`src/rtl/mips_pkg.sv`:
```
// Shared definitions for the fetch-side branch predictor.
//   ctr_t       : 2-bit saturating predictor state (SNT/WNT/WT/ST)
//   CTR_RESET   : counter value after reset
//   CTR_ALLOC   : counter value given to a freshly allocated entry
//   btb_entry_t : one BTB line {valid, tag, target, ctr}
package mips_pkg;

  typedef enum logic [1:0] {
    SNT = 2'b00,
    WNT = 2'b01,
    WT  = 2'b10,
    ST  = 2'b11
  } ctr_t;

  localparam ctr_t CTR_RESET = WNT;
  localparam ctr_t CTR_ALLOC = WT;

  // The tag is held as PC >> (IDX_W+2) in a full 32-bit field so the entry
  // layout does not depend on the table size. The upper bits are simply zero.
  typedef struct packed {
    logic        valid;
    logic [31:0] tag;
    logic [31:0] target;
    ctr_t        ctr;
  } btb_entry_t;

endpackage

```
`src/rtl/btb_sat_counter.sv`:
```
// Combinational next-state function of a 2-bit saturating predictor.
//   ctr      : current counter state
//   taken    : resolved branch outcome
//   ctr_next : counter moved one step toward taken/not-taken, clamped at ST/SNT
module btb_sat_counter
  import mips_pkg::*;
(
  input  ctr_t ctr,
  input  logic taken,
  output ctr_t ctr_next
);

  always_comb begin
    ctr_next = ctr;
    unique case (ctr)
      SNT: ctr_next = taken ? WNT : SNT;
      WNT: ctr_next = taken ? WT  : SNT;
      WT:  ctr_next = taken ? ST  : WNT;
      ST:  ctr_next = taken ? ST  : WT;
      default: ctr_next = ctr;
    endcase
  end

endmodule

```
`src/rtl/branch_target_buffer.sv`:
```
// Direct-mapped branch target buffer with 2-bit predictors.
// Looks up the fetch PC combinationally and drives the IF next-PC mux; takes
// the branch resolution from ID, trains the table and recovers on mispredict.
//   CLK, RESET      : clock, asynchronous active-low reset
//   IF_PC           : current fetch PC
//   Branch/BTB_Addr : redirect fetch to BTB_Addr
//   IF_Flush        : squash the instruction entering IF/ID
//   ID_*            : resolution of a conditional branch in ID
//   Mispredict_Cnt  : saturating mispredict count
//
// Resolution contract: ID_Branch is a single-cycle qualifier. It is high only
// in the one cycle a non-stalled, non-flushed branch sits in ID; every other
// ID_* input is meaningful only while it is high. There is no back-pressure.
module branch_target_buffer
  import mips_pkg::*;
#(
  parameter int ENTRIES = 16,  // must equal 2**IDX_W
  parameter int IDX_W   = 4
) (
  input  logic        CLK,
  input  logic        RESET,
  input  logic [31:0] IF_PC,
  output logic        Branch,
  output logic [31:0] BTB_Addr,
  output logic        IF_Flush,
  input  logic        ID_Branch,
  input  logic [31:0] ID_PC_4,
  input  logic        ID_Taken,
  input  logic [31:0] ID_Target,
  input  logic        ID_Pred_Taken,
  input  logic [31:0] ID_Pred_Addr,
  output logic [31:0] Mispredict_Cnt
);

  btb_entry_t btb_q [ENTRIES];

  logic [IDX_W-1:0] idx;
  logic [IDX_W-1:0] upd_idx;
  logic [31:0]      if_tag;
  logic [31:0]      bpc;
  logic [31:0]      bpc_tag;
  logic             hit;
  logic             pred;
  logic             upd_hit;
  logic             mp;
  logic [31:0]      rec;
  ctr_t             upd_ctr_next;
  logic [31:0]      cnt_q;

  // Lookup side
  assign idx    = IF_PC[IDX_W+1:2];
  assign if_tag = IF_PC >> (IDX_W + 2);
  assign hit    = btb_q[idx].valid && (btb_q[idx].tag == if_tag);
  assign pred   = hit && btb_q[idx].ctr[1];

  // Resolution side: the branch's own PC is recovered from PC+4.
  assign bpc     = ID_PC_4 - 32'd4;
  assign upd_idx = bpc[IDX_W+1:2];
  assign bpc_tag = bpc >> (IDX_W + 2);
  assign upd_hit = btb_q[upd_idx].valid && (btb_q[upd_idx].tag == bpc_tag);

  // A correctly predicted taken branch with the wrong target is still a
  // mispredict: fetch went down the wrong path.
  assign mp  = ID_Branch &&
               ((ID_Pred_Taken != ID_Taken) ||
                (ID_Pred_Taken && ID_Taken && (ID_Pred_Addr != ID_Target)));
  assign rec = ID_Taken ? ID_Target : ID_PC_4;

  btb_sat_counter u_sat_counter (
    .ctr      (btb_q[upd_idx].ctr),
    .taken    (ID_Taken),
    .ctr_next (upd_ctr_next)
  );

  // Outputs are forced low while reset is held so the fetch mux sees a clean
  // sequential PC immediately, even if ID inputs are still active.
  always_comb begin
    Branch   = 1'b0;
    IF_Flush = 1'b0;
    BTB_Addr = btb_q[idx].target;
    if (!RESET) begin
      BTB_Addr = '0;
    end else if (mp) begin
      Branch   = 1'b1;
      IF_Flush = 1'b1;
      BTB_Addr = rec;
    end else if (pred) begin
      Branch   = 1'b1;
    end
  end

  always_ff @(posedge CLK or negedge RESET) begin
    if (!RESET) begin
      for (int i = 0; i < ENTRIES; i++) begin
        btb_q[i] <= '{valid: 1'b0, tag: '0, target: '0, ctr: CTR_RESET};
      end
    end else if (ID_Branch) begin
      if (upd_hit) begin
        btb_q[upd_idx].ctr <= upd_ctr_next;
        if (ID_Taken) begin
          btb_q[upd_idx].target <= ID_Target;
        end
      end else if (ID_Taken) begin
        // Allocation replaces whatever aliasing branch held this slot.
        btb_q[upd_idx] <= '{valid: 1'b1, tag: bpc_tag, target: ID_Target,
                            ctr: CTR_ALLOC};
      end
    end
  end

  always_ff @(posedge CLK or negedge RESET) begin
    if (!RESET) begin
      cnt_q <= '0;
    end else if (mp && (cnt_q != 32'hFFFF_FFFF)) begin
      cnt_q <= cnt_q + 32'd1;
    end
  end

  assign Mispredict_Cnt = cnt_q;

endmodule

```
`config.mk`:
```
export PLATFORM = sky130hd
export DESIGN_NAME = branch_target_buffer
export DESIGN_NICKNAME = d
export VERILOG_FILES = /design/src/rtl/mips_pkg.sv /design/src/rtl/btb_sat_counter.sv /design/src/rtl/branch_target_buffer.sv
export SDC_FILE = /design/constraint.sdc
export NUM_CORES = 2
export LEC_CHECK = 0
export CELL_PAD_IN_SITES_DETAIL_PLACEMENT = 0
export CELL_PAD_IN_SITES_GLOBAL_PLACEMENT = 1
export CORE_ASPECT_RATIO = 1.75
export CORE_MARGIN = 1.5
export CORE_UTILIZATION = 52
export CTS_CLUSTER_DIAMETER = 30
export DETAILED_ROUTE_END_ITERATION = 8
export GPL_TIMING_DRIVEN = 1
export PLACE_DENSITY_LB_ADDON = 0.1
export SLEW_MARGIN = 20
export SYNTH_ARGS = -nofsm -noshare
export SYNTH_HDL_FRONTEND = slang
export SYNTH_HIERARCHICAL = 1
export SYNTH_SLANG_ARGS = --single-unit
```
`constraint.sdc`:
```
create_clock -name CLK -period 11.37 [get_ports CLK]
set_clock_uncertainty 0.15 [all_clocks]
set_input_delay 2.274 -clock CLK [delete_from_list [all_inputs] [get_ports CLK]]
set_output_delay 2.274 -clock CLK [all_outputs]
set_load 0.01 [all_outputs]
```
==> metrics.txt <==
# TYPE chip_impl_metric gauge
chip_impl_metric{name="post-route-worst-setup-slack",unit="ps"} 1830
chip_impl_metric{name="period_needed",unit="ps"} 9540
chip_impl_metric{name="detailedPlacementHpwl",unit="microns"} 93600
chip_impl_metric{name="power_density",unit="mW/mm^2"} 201
chip_impl_info{name="critical_path.slowest_cell",value="sky130_fd_sc_hd__clkdlybuf4s50_1"} 1
chip_impl_metric{name="route.antenna.remaining_nets",unit=""} 0
chip_impl_metric{name="netSwitchingFraction",unit="%"} 26.4
chip_impl_metric{name="pin_count_of_the_biggest_net_entering_global_routing",unit=""} 159
chip_impl_metric{name="crit_arrival",unit="ps"} 7120
chip_impl_info{name="status",value="finished clean"} 1
chip_impl_metric{name="pre_cts_ws",unit="ps"} 1790
chip_impl_metric{name="slew-limit-headroom",unit="%"} 18.2
chip_impl_metric{name="cts_setup_buffers",unit=""} 0
chip_impl_metric{name="syn-instance-count",unit=""} 3401
chip_impl_metric{name="cts_num_sinks",unit=""} 1008
chip_impl_metric{name="numPortBuffers",unit=""} 196
chip_impl_metric{name="syn-cell-area",unit="sq mm"} 0.0519
chip_impl_info{name="layout.cells.most_common",value="sky130_fd_sc_hd__dfrtp_1"} 1
chip_impl_metric{name="synth-edff-count",unit=""} 0
chip_impl_metric{name="gr-usage-all-layers",unit="%"} 30.9
chip_impl_metric{name="area_growth",unit="%"} 16.7
chip_impl_metric{name="htree_num_levels",unit=""} 4
chip_impl_metric{name="num-nets-final",unit=""} 3672
chip_impl_metric{name="clk_pin_slew",unit="ps"} 50
chip_impl_metric{name="detail_route.wirelength",unit="microns"} 154000
chip_impl_metric{name="timing_max_transition_violations_final",unit=""} 0
chip_impl_metric{name="report.final.hold_viol_count",unit=""} 0
chip_impl_metric{name="antenna_violations_before_repair",unit=""} 5
chip_impl_metric{name="max-vdd-ir-drop",unit="mV"} 0.175
chip_impl_metric{name="power.share.clock",unit="%"} 40.8
chip_impl_metric{name="power.static_leakage",unit="nW"} 25.7
chip_impl_metric{name="multi_input_comb_area",unit="sq mm"} 0.0254
chip_impl_metric{name="worst_skew_pair.late_latency",unit="ps"} 770
chip_impl_metric{name="cell_internal_pwr",unit="mW"} 8.97
chip_impl_metric{name="grt_overflow_total",unit=""} 0
chip_impl_metric{name="synth_async_sr_flop_share",unit="%"} 100
chip_impl_info{name="critical_path.startpoint_type",value="primary input"} 1
chip_impl_metric{name="numCtsBuffers",unit=""} 156
chip_impl_metric{name="vertical_die_dimension",unit="microns"} 421
chip_impl_metric{name="transition_time_at_the_pin_with_the_least_slew_margin",unit="ps"} 1220
chip_impl_metric{name="stdcell_area",unit="sq mm"} 0.0606
chip_impl_metric{name="floorplan.initialDensity",unit="%"} 52.4
chip_impl_metric{name="timing.critical_path.buf_inv",unit=""} 5
chip_impl_metric{name="synth_sequential_area_ratio",unit="%"} 48.6
chip_impl_metric{name="power.share.sequential",unit="%"} 40.1
chip_impl_info{name="cts_tree",value="done"} 1
chip_impl_metric{name="maxClockFrequency",unit="MHz"} 105
chip_impl_metric{name="routed_via_density",unit=""} 6.46
chip_impl_metric{name="clk_path_buf_depth",unit=""} 3
chip_impl_metric{name="die_area",unit="sq mm"} 0.102
chip_impl_metric{name="route.detailed.wl_per_inst",unit="microns"} 30.9
chip_impl_metric{name="die_width",unit="microns"} 242
chip_impl_metric{name="setup_viol",unit=""} 0
chip_impl_metric{name="ctsHoldBuffers",unit=""} 0
chip_impl_info{name="cp-end-kind",value="output port"} 1
chip_impl_info{name="ys.flop_type",value="sky130_fd_sc_hd__dfrtp_1"} 1
chip_impl_metric{name="totalNegativeSetupSlack",unit="ps"} 0
chip_impl_info{name="worst_hold_path_type",value="flip-flop to flip-flop"} 1
chip_impl_metric{name="synth.ff_latch_count",unit=""} 1008
chip_impl_metric{name="fin_crit_sh",unit="%"} 83.9
chip_impl_metric{name="worst_ep_required_time",unit="ps"} 8950
chip_impl_metric{name="switching_power",unit="mW"} 3.21
chip_impl_metric{name="avgSynthCellArea",unit="sq um"} 15.3
chip_impl_info{name="critical_path.cell_chain",value="clkdlybuf4s50_1 > xnor2_1 > nand4_1 > nor4_1 > a21boi_0 > o21ai_1 > buf_4 > clkinv_2 > buf_4 > a211oi_1 > clkdlybuf4s50_1"} 1
chip_impl_metric{name="grt_first_pass_wirelength",unit="microns"} 233000
chip_impl_info{name="cts_root_buffer",value="sky130_fd_sc_hd__clkbuf_16"} 1
chip_impl_metric{name="quantity_of_gates_resized_following_cts",unit=""} 0
chip_impl_metric{name="worst-path-max-fanout",unit=""} 30
chip_impl_metric{name="place.gp.congestion",unit=""} 0.795
chip_impl_metric{name="drive_gt1_share",unit="%"} 49.1
chip_impl_metric{name="seq_area",unit="sq mm"} 0.0252
chip_impl_metric{name="ios",unit=""} 199
chip_impl_metric{name="synth_cell_type_count",unit=""} 66
chip_impl_metric{name="yosys_warnings",unit=""} 6
chip_impl_metric{name="vias",unit=""} 32174
chip_impl_metric{name="syn_nets",unit=""} 3540
chip_impl_metric{name="drc",unit=""} 0
chip_impl_metric{name="first_iter_violations",unit=""} 2188
chip_impl_metric{name="combinationalPowerShare",unit="%"} 19.1
chip_impl_metric{name="max_cap_violations",unit=""} 0
chip_impl_metric{name="first_global_vias",unit=""} 35928
chip_impl_info{name="commonest_non_fill_non_tap_cells_in_the_layout",value="sky130_fd_sc_hd__dfrtp_1 (992), sky130_fd_sc_hd__mux2_2 (784), sky130_fd_sc_hd__mux4_2 (409)"} 1
chip_impl_info{name="path_class",value="primary input to output port"} 1
chip_impl_metric{name="placement_stage_cell_area",unit="sq mm"} 0.0550
chip_impl_info{name="rsz0062_at_grt",value="false"} 1
chip_impl_metric{name="layout_filler_cell_count",unit=""} 7587
chip_impl_metric{name="critical_path.max_stage_delay",unit="ps"} 1170
chip_impl_metric{name="std_cell_rows",unit=""} 153
chip_impl_metric{name="drt_first_pass_iters",unit=""} 7
chip_impl_metric{name="placeableCoreArea",unit="sq mm"} 0.0992
chip_impl_info{name="worst_path_dominant_cell_family",value="buffers and inverters"} 1
[path summary, 6_finish.rpt]
path                                           startpoint  slack, ps                        endpoint  depth (start not counted)
setup / recovery                            ID_Target[26]       1830                     BTB_Addr[6]                         11
hold / removal             Mispredict_Cnt[18]$_DFFE_PN0P_        340  Mispredict_Cnt[18]$_DFFE_PN0P_                          1
setup reg to reg                  btb_q[1039]$_DFFE_PN0P_       6040          btb_q[245]$_DFFE_PN0P_                         10
hold reg to reg            Mispredict_Cnt[18]$_DFFE_PN0P_        340  Mispredict_Cnt[18]$_DFFE_PN0P_                          1
max in group asynchronous                           RESET       6570          btb_q[803]$_DFFE_PN0P_                          4
min in group asynchronous                           RESET       1350          btb_q[996]$_DFFE_PN0P_                          1
[synthesized netlist by cell type, types with 12 or more instances]
| cell | n | area share, % |
|---|---|---|
| sky130_fd_sc_hd__or2_2 | 13 | 0.16 |
| sky130_fd_sc_hd__nand3_1 | 63 | 0.61 |
| sky130_fd_sc_hd__and3b_1 | 12 | 0.20 |
| sky130_fd_sc_hd__nand2_1 | 45 | 0.33 |
| sky130_fd_sc_hd__mux2_1 | 19 | 0.41 |
| sky130_fd_sc_hd__mux2_2 | 784 | 17 |
| sky130_fd_sc_hd__mux2_4 | 126 | 3.6 |
| sky130_fd_sc_hd__a211oi_1 | 37 | 0.53 |
| sky130_fd_sc_hd__nor3_1 | 38 | 0.37 |
| sky130_fd_sc_hd__xnor2_1 | 100 | 1.7 |
| sky130_fd_sc_hd__buf_6 | 27 | 0.59 |
| sky130_fd_sc_hd__nor2_1 | 101 | 0.73 |
| sky130_fd_sc_hd__nand4_1 | 26 | 0.31 |
| sky130_fd_sc_hd__a22oi_1 | 20 | 0.29 |
| sky130_fd_sc_hd__buf_1 | 107 | 0.77 |
| sky130_fd_sc_hd__mux2i_1 | 39 | 0.75 |
| sky130_fd_sc_hd__o21ai_0 | 29 | 0.28 |
| sky130_fd_sc_hd__dfrtp_1 | 992 | 48 |
| sky130_fd_sc_hd__nor3_4 | 12 | 0.38 |
| sky130_fd_sc_hd__buf_2 | 33 | 0.32 |
| sky130_fd_sc_hd__clkbuf_1 | 144 | 1.0 |
| sky130_fd_sc_hd__a22o_1 | 21 | 0.35 |
| sky130_fd_sc_hd__xor2_1 | 24 | 0.40 |
| sky130_fd_sc_hd__dfstp_2 | 16 | 0.81 |
| sky130_fd_sc_hd__or3b_2 | 15 | 0.25 |
| sky130_fd_sc_hd__mux4_2 | 409 | 18 |
[per-layer routing]
layer | vias up | global-route usage [%] | part of all wire [%]
li1 | 13182 | - | -
met1 | 17520 | 37.9 | 39
met2 | 1087 | 53.5 | 52
met3 | 379 | 5.89 | 5.3
met4 | 6 | 12.8 | 4.3
met5 | - | 0 | 0.022
[layout make-up]
class	count	area share [%]
clock inverters	89	1.71
well taps	1317	2.72
flip-flops and latches	1008	41.7
diodes	1	0.00413
clock buffers	201	7.40
inverters	8	0.0516
multi-input cells	2067	41.9
repair buffers	292	4.53
[sequential cells by signal (all words and copies together) (netlist names)]
register / cells
Mispredict_Cnt: 32
btb_q: 976
[logic make-up after synthesis]
group | synth area share (%)
AOI/OAI and AO/OA | 1.97
xor gates and xnor gates | 2.19
adders and majority gates | 0.188
buffers and inverters | 2.90
DFF | 48.6
muxes | 39.5
and+or+nand+nor | 4.59
[metrics by stage]
| step | utilization, % | hold slack [ps] | std cells | power [mW] |
|---|---|---|---|---|
| floorplan | - | 301 | 3401 | 6.47 |
| global placement | 55.5 | 321 | 4692 | 7.07 |
| detailed placement | 55.5 | 326 | 4692 | 7.28 |
| CTS | 61.0 | 340 | 4982 | 12.3 |
| global route | 61.1 | 353 | 4982 | 12.7 |
| finish | 61.1 | 338 | 4983 | 12.2 |
[power groups by stage]
stage | Combinational [mW] | Clock, mW | Sequential (mW)
3_5_place_dp | 2.34 | 0 | 4.94
6_report | 2.32 | 4.97 | 4.89
4_1_cts | 2.35 | 5.04 | 4.89
2_1_floorplan | 1.72 | 0 | 4.74
5_1_grt | 2.47 | 5.21 | 4.99
3_3_place_gp | 2.25 | 0 | 4.82
Note: power is estimated with default switching activity, not from simulation.
